### src/rtl/gpio_irq_controller.sv
// GPIO peripheral: switches, LEDs, 7-seg, debounced buttons with maskable edge IRQ.
// Latency: writes land on the strobe edge, reads register one edge later, buttons 2+DEBOUNCE_CYCLES.
// Backpressure: none, bus_stall is tied low and every access completes in one cycle.
module gpio_irq_controller #(
    parameter int SW_WIDTH        = 32,
    parameter int LED_WIDTH       = 16,
    parameter int BTN_COUNT       = 4,
    parameter int DPY_DIGITS      = 2,
    parameter int DEBOUNCE_CYCLES = 16,
    parameter int ADDR_WIDTH      = 5
) (
    input  logic                    clk,
    input  logic                    rst_n,
    input  logic                    bus_read,
    input  logic                    bus_write,
    input  logic [ADDR_WIDTH-1:0]   bus_address,
    input  logic [31:0]             bus_data_wr,
    input  logic [3:0]              bus_mask,
    output logic [31:0]             bus_data_rd,
    output logic                    bus_stall,
    input  logic [SW_WIDTH-1:0]     dip_sw,
    input  logic [BTN_COUNT-1:0]    touch_btn,
    output logic [LED_WIDTH-1:0]    leds,
    output logic [8*DPY_DIGITS-1:0] dpy,
    output logic                    irq
);
    localparam int CNT_W = $clog2(DEBOUNCE_CYCLES + 1);
    localparam int WI    = ADDR_WIDTH - 2;
    localparam logic [WI-1:0] W_SW   = WI'(0);
    localparam logic [WI-1:0] W_DPY  = WI'(1);
    localparam logic [WI-1:0] W_LED  = WI'(2);
    localparam logic [WI-1:0] W_BTN  = WI'(3);
    localparam logic [WI-1:0] W_PEND = WI'(4);
    localparam logic [WI-1:0] W_EN   = WI'(5);
    localparam logic [WI-1:0] W_EDGE = WI'(6);
    localparam logic [CNT_W-1:0] CNT_MAX  = CNT_W'(DEBOUNCE_CYCLES);
    localparam logic [CNT_W-1:0] CNT_FIRE = CNT_W'(DEBOUNCE_CYCLES - 1);

    logic [WI-1:0]          word_idx;
    logic [31:0]            wmask;
    logic [31:0]            rd_mux;
    logic [31:0]            dpy_reg;
    logic [LED_WIDTH-1:0]   led_reg;
    logic [BTN_COUNT-1:0]   pend, en, edge_sel, btn_deb, deb_next;
    logic [BTN_COUNT-1:0]   sync1, sync2, evt, pend_clr;
    logic [CNT_W-1:0]       cnt [BTN_COUNT];
    logic                   unused_addr;

    assign word_idx    = bus_address[ADDR_WIDTH-1:2];
    assign unused_addr = ^bus_address[1:0];
    assign wmask       = {{8{bus_mask[3]}}, {8{bus_mask[2]}}, {8{bus_mask[1]}}, {8{bus_mask[0]}}};
    assign bus_stall   = 1'b0;
    assign leds        = led_reg;

    function automatic logic [7:0] hex7(input logic [3:0] h);
        case (h)
            4'h0: hex7 = 8'h7E;  4'h1: hex7 = 8'h12;  4'h2: hex7 = 8'hBC;  4'h3: hex7 = 8'h9E;
            4'h4: hex7 = 8'hD2;  4'h5: hex7 = 8'hCE;  4'h6: hex7 = 8'hEE;  4'h7: hex7 = 8'h1A;
            4'h8: hex7 = 8'hFE;  4'h9: hex7 = 8'hDE;  4'hA: hex7 = 8'hFA;  4'hB: hex7 = 8'hE6;
            4'hC: hex7 = 8'h6C;  4'hD: hex7 = 8'hB6;  4'hE: hex7 = 8'hEC;  default: hex7 = 8'hE8;
        endcase
    endfunction

    always_comb begin
        dpy = '0;
        for (int i = 0; i < DPY_DIGITS; i++)
            dpy[8*i +: 8] = dpy_reg[31] ? hex7(dpy_reg[4*i +: 4]) : dpy_reg[8*i +: 8];
    end

    // The counter compares the two synchroniser stages, so the run of stable
    // cycles is measured on the value about to appear at the synchroniser output.
    always_comb begin
        deb_next = btn_deb;
        for (int i = 0; i < BTN_COUNT; i++)
            if (sync1[i] == sync2[i] && cnt[i] >= CNT_FIRE)
                deb_next[i] = sync2[i];
    end

    assign evt      = (edge_sel & deb_next & ~btn_deb) | (~edge_sel & ~deb_next & btn_deb);
    assign pend_clr = (bus_write && word_idx == W_PEND) ?
                      (bus_data_wr[BTN_COUNT-1:0] & wmask[BTN_COUNT-1:0]) : '0;

    always_comb begin
        rd_mux = '0;
        case (word_idx)
            W_SW:    rd_mux[SW_WIDTH-1:0]  = dip_sw;
            W_DPY:   rd_mux                = dpy_reg;
            W_LED:   rd_mux[LED_WIDTH-1:0] = led_reg;
            W_BTN:   rd_mux[BTN_COUNT-1:0] = btn_deb;
            W_PEND:  rd_mux[BTN_COUNT-1:0] = pend;
            W_EN:    rd_mux[BTN_COUNT-1:0] = en;
            W_EDGE:  rd_mux[BTN_COUNT-1:0] = edge_sel;
            default: rd_mux                = '0;
        endcase
    end

    always_ff @(posedge clk or negedge rst_n) begin
        if (!rst_n) begin
            sync1   <= '0;
            sync2   <= '0;
            btn_deb <= '0;
            for (int i = 0; i < BTN_COUNT; i++)
                cnt[i] <= '0;
        end else begin
            sync1   <= touch_btn;
            sync2   <= sync1;
            btn_deb <= deb_next;
            for (int i = 0; i < BTN_COUNT; i++) begin
                if (sync1[i] != sync2[i])
                    cnt[i] <= '0;
                else if (cnt[i] != CNT_MAX)
                    cnt[i] <= cnt[i] + 1'b1;
            end
        end
    end

    always_ff @(posedge clk or negedge rst_n) begin
        if (!rst_n) begin
            dpy_reg     <= '0;
            led_reg     <= '0;
            en          <= '0;
            edge_sel    <= '0;
            pend        <= '0;
            irq         <= 1'b0;
            bus_data_rd <= '0;
        end else begin
            if (bus_write) begin
                case (word_idx)
                    W_DPY:   dpy_reg  <= (dpy_reg & ~wmask) | (bus_data_wr & wmask);
                    W_LED:   led_reg  <= (led_reg & ~wmask[LED_WIDTH-1:0]) |
                                         (bus_data_wr[LED_WIDTH-1:0] & wmask[LED_WIDTH-1:0]);
                    W_EN:    en       <= (en & ~wmask[BTN_COUNT-1:0]) |
                                         (bus_data_wr[BTN_COUNT-1:0] & wmask[BTN_COUNT-1:0]);
                    W_EDGE:  edge_sel <= (edge_sel & ~wmask[BTN_COUNT-1:0]) |
                                         (bus_data_wr[BTN_COUNT-1:0] & wmask[BTN_COUNT-1:0]);
                    default: ;
                endcase
            end
            // New events are OR'd in after the clear so a same-cycle set wins.
            pend <= (pend & ~pend_clr) | evt;
            irq  <= |(pend & en);
            if (bus_read && !bus_write)
                bus_data_rd <= rd_mux;
        end
    end
endmodule

### config.mk
export PLATFORM = sky130hd
export DESIGN_NAME = gpio_irq_controller
export DESIGN_NICKNAME = d
export VERILOG_FILES = /design/src/rtl/gpio_irq_controller.sv
export SDC_FILE = /design/constraint.sdc
export NUM_CORES = 1
export LEC_CHECK = 0
export ABC_AREA = 1
export BUFFER_PORTS_ARGS = -buffer_cell sky130_fd_sc_hd__buf_2
export CORE_ASPECT_RATIO = 1.2
export CORE_UTILIZATION = 51
export DETAILED_ROUTE_END_ITERATION = 10
export PLACE_DENSITY = 0.77
export SYNTH_ARGS = -nofsm -noshare
export SYNTH_HDL_FRONTEND = slang
export SYNTH_SLANG_ARGS = --single-unit
### constraint.sdc
create_clock -name clk -period 3.65 [get_ports clk]
set_input_delay 0.1825 -clock clk [delete_from_list [all_inputs] [get_ports clk]]
set_output_delay 0.1825 -clock clk [all_outputs]
set_load 0.02 [all_outputs]
==> results.ini <==
[floorplan]
rows = 45
core_um2 = 12600
start_util = 0.523
fp.dieH_um = 127
dieWidth_um = 106
dieArea_um2 = 13400
io_pins = 147

[clock_tree]
clock_path_buffers = 2
cts_setup_buffers = 0
clk_latency_ps = 410
cts.sinks = 125
clkSlewWorstSetupHoldPaths_ps = 60
cts_tree = built
htree_levels = 4
root_buffer = clkbuf_16
cts_buffers = 17

[final_layout]
multiInputGateArea_um2 = 3040
fill_cells = 1114
layout.nets = 1102
antenna_cells = 0
drive_above_1_share = 0.200
regArea_um2 = 3130
final_common_cell = nand2_1
most-common-layout-cells = nand2_1, buf_2, dfrtp_1
areaGrowthSynthToFinish_pct = 22.8

[detailed_routing]
dr.pass1.iters = 5
first_iter_violations = 418
wl_um = 16800
antenna_left = 0
routedWlPerCell_um = 14.3
drcViolationCount = 0
viasPerCell = 5.15
vias = 6038

[yosys]
synth_seq_cells = 125
synth_cells = 846
ys_seq_area_frac = 0.474
avgSynthCellArea_um2 = 7.80
synth_flop_cell = dfrtp_1
synth_edf_count = 0
async_reset_ff_frac = 1.00
synth_fp_nets = 953
syn_area_um2 = 6600
yosys_warnings = 0
synthDistinctLibCells = 36

[sta]
fin_crit_sh = 0.638
grt_setup_unrepaired = no
setup_viol = 0
skew_ps = 5.65
drv_slew = 0
tightestPinTransition_ps = 1030
finalHoldViolCount = 0
slew_headroom = 0.312
timing.fmax_ghz = 0.429
period_minus_slack_ps = 2330
finalSetupTns_ps = 0

[global_routing]
grt_max_degree = 103
grt_pass1_vias = 5636
use_met1 = 0.332
grt.overflow.total = 0
busiest_layer = met2
grt_usage = 0.259
grt.met3_usage = 0.0560
grt_antenna_before_repair = 0
grt_first_pass_wirelength_um = 27200
use_met2 = 0.420

[placed_design]
routabilityCongestion = 0.939
io_buffers = 143
dpl.hpwl_um = 11500

[critical_path]
cp_slowest_cell = dfrtp_1
reg2reg_depth = 4
crit_required_ps = 3470
crit_path_end_kind = output port
cp_cell_sequence = inv_1 -> nor3_1 -> o21ai_0 -> o21ai_0 -> buf_2
max_stage_delay_ps = 700
crit_type = reg -> out
critPathLaunchType = register
crit_family = flip-flops
critPathBufInv = 2
worst-path-max-fanout = 19
crit_top_cell = o21ai_0
cp.depth = 5
critPathArrivalTime_ps = 2150

[power_and_ir_drop]
p_comb_frac = 0.230
p_leak_nw = 4.37
p_sw_frac = 0.338
powerDensity_nw_per_um2 = 549
ir_drop_v = 0.000314
p_seq_frac = 0.401
p_int_mw = 2.94
power_frac_clock = 0.370
power.net_switching_mw = 1.50
total_power_mw = 4.44

[min_path]
hold_path_class = in -> reg
whs_path_depth = 3

[run_status]
outcome = complete, no violations

[job]
cap_violations = 0

==> metrics by stage <==
stage,cell area [um^2],std cells,hold slack (ps),setup WS (ps),util
4_1_cts,8100,1172,0.931,1370,0.642
3_3_place_gp,7370,1125,105,1680,0.585
6_report,8100,1172,16.0,1320,0.642
5_1_grt,8100,1172,21.4,1110,0.642
3_5_place_dp,7370,1125,105,1660,0.585
2_1_floorplan,6600,846,-113,1950,-
==> routing by layer <==
| metal | routed length (um) | up-vias |
|---|---|---|
| li1 | - | 3015 |
| met1 | 7150 | 2756 |
| met2 | 8010 | 233 |
| met3 | 1180 | 34 |
| met4 | 469 | 0 |
| met5 | 0 | - |
==> path summary, 6_finish.rpt <==
check	from	endpoint	slack, ps
worst max-delay path	register	dpy[2]	1320
worst max register to register	register	bus_data_rd[31]	2130
min in group asynchronous	rst_n	bus_data_rd[13]	220
max in group asynchronous	rst_n	sync1[0]	2570
worst min register to register	sync1[0]	sync2[0]	420
worst min-delay path	bus_data_wr[27]	register	20
==> final cells by class <==
class | instances | area share
Sequential cell | 125 | 0.386
Multi-Input combinational cell | 623 | 0.375
Timing Repair Buffer | 160 | 0.111
Clock buffer | 20 | 0.0576
Inverter | 68 | 0.0315
Tap cell | 164 | 0.0253
Clock inverter | 12 | 0.0137
==> synthesized netlist by cell type, types with 6 or more instances <==
cell type / number / area (um^2)
clkbuf_1: 12 / 45.0
buf_2: 8 / 40.0
nor2_1: 57 / 214
inv_1: 63 / 236
o21ai_1: 6 / 30.0
nand2_1: 327 / 1230
dfrtp_1: 125 / 3130
a21oi_1: 26 / 130
ha_1: 26 / 325
o21ai_2: 8 / 70.1
o211ai_1: 7 / 52.6
buf_4: 6 / 45.0
nand3_1: 61 / 305
o21ai_0: 46 / 230
nand4_1: 20 / 125
==> power groups by stage <==
stage	sequential, mW	clock (mW)	combinational, mW
floorplan	1.83	0	0.600
global placement	1.79	0	0.988
detailed placement	1.80	0	1.00
CTS	1.78	1.66	1.02
global route	1.81	1.72	1.14
finish	1.78	1.64	1.02
==> kinds of logic after synthesis <==
logic type,count (synthesis),synth area share
other cells,1,0.000568
xor+xnor,8,0.0106
fa+ha+maj,26,0.0493
simple gates,487,0.314
flops,125,0.474
compound gates,101,0.0859
buf+inv,98,0.0652
==> worst reg2reg max path: cells and delay by family (launching register included) <==
| family | cells | cell delay (ps) |
|---|---|---|
| and+or+nand+nor | 2 | 160 |
| buffers and inverters | 1 | 380 |
| AOI/OAI and AO/OA | 1 | 220 |
| DFF | 1 | 700 |
==> repair_timing <==
| item | 4_1_cts | 5_1_grt |
|---|---|---|
| hold buffers | 15 | 0 |
| endpoints found under the hold margin | 37 | 0 |
| resized for setup | 0 | 0 |
Power figures use the tool's default switching activity.
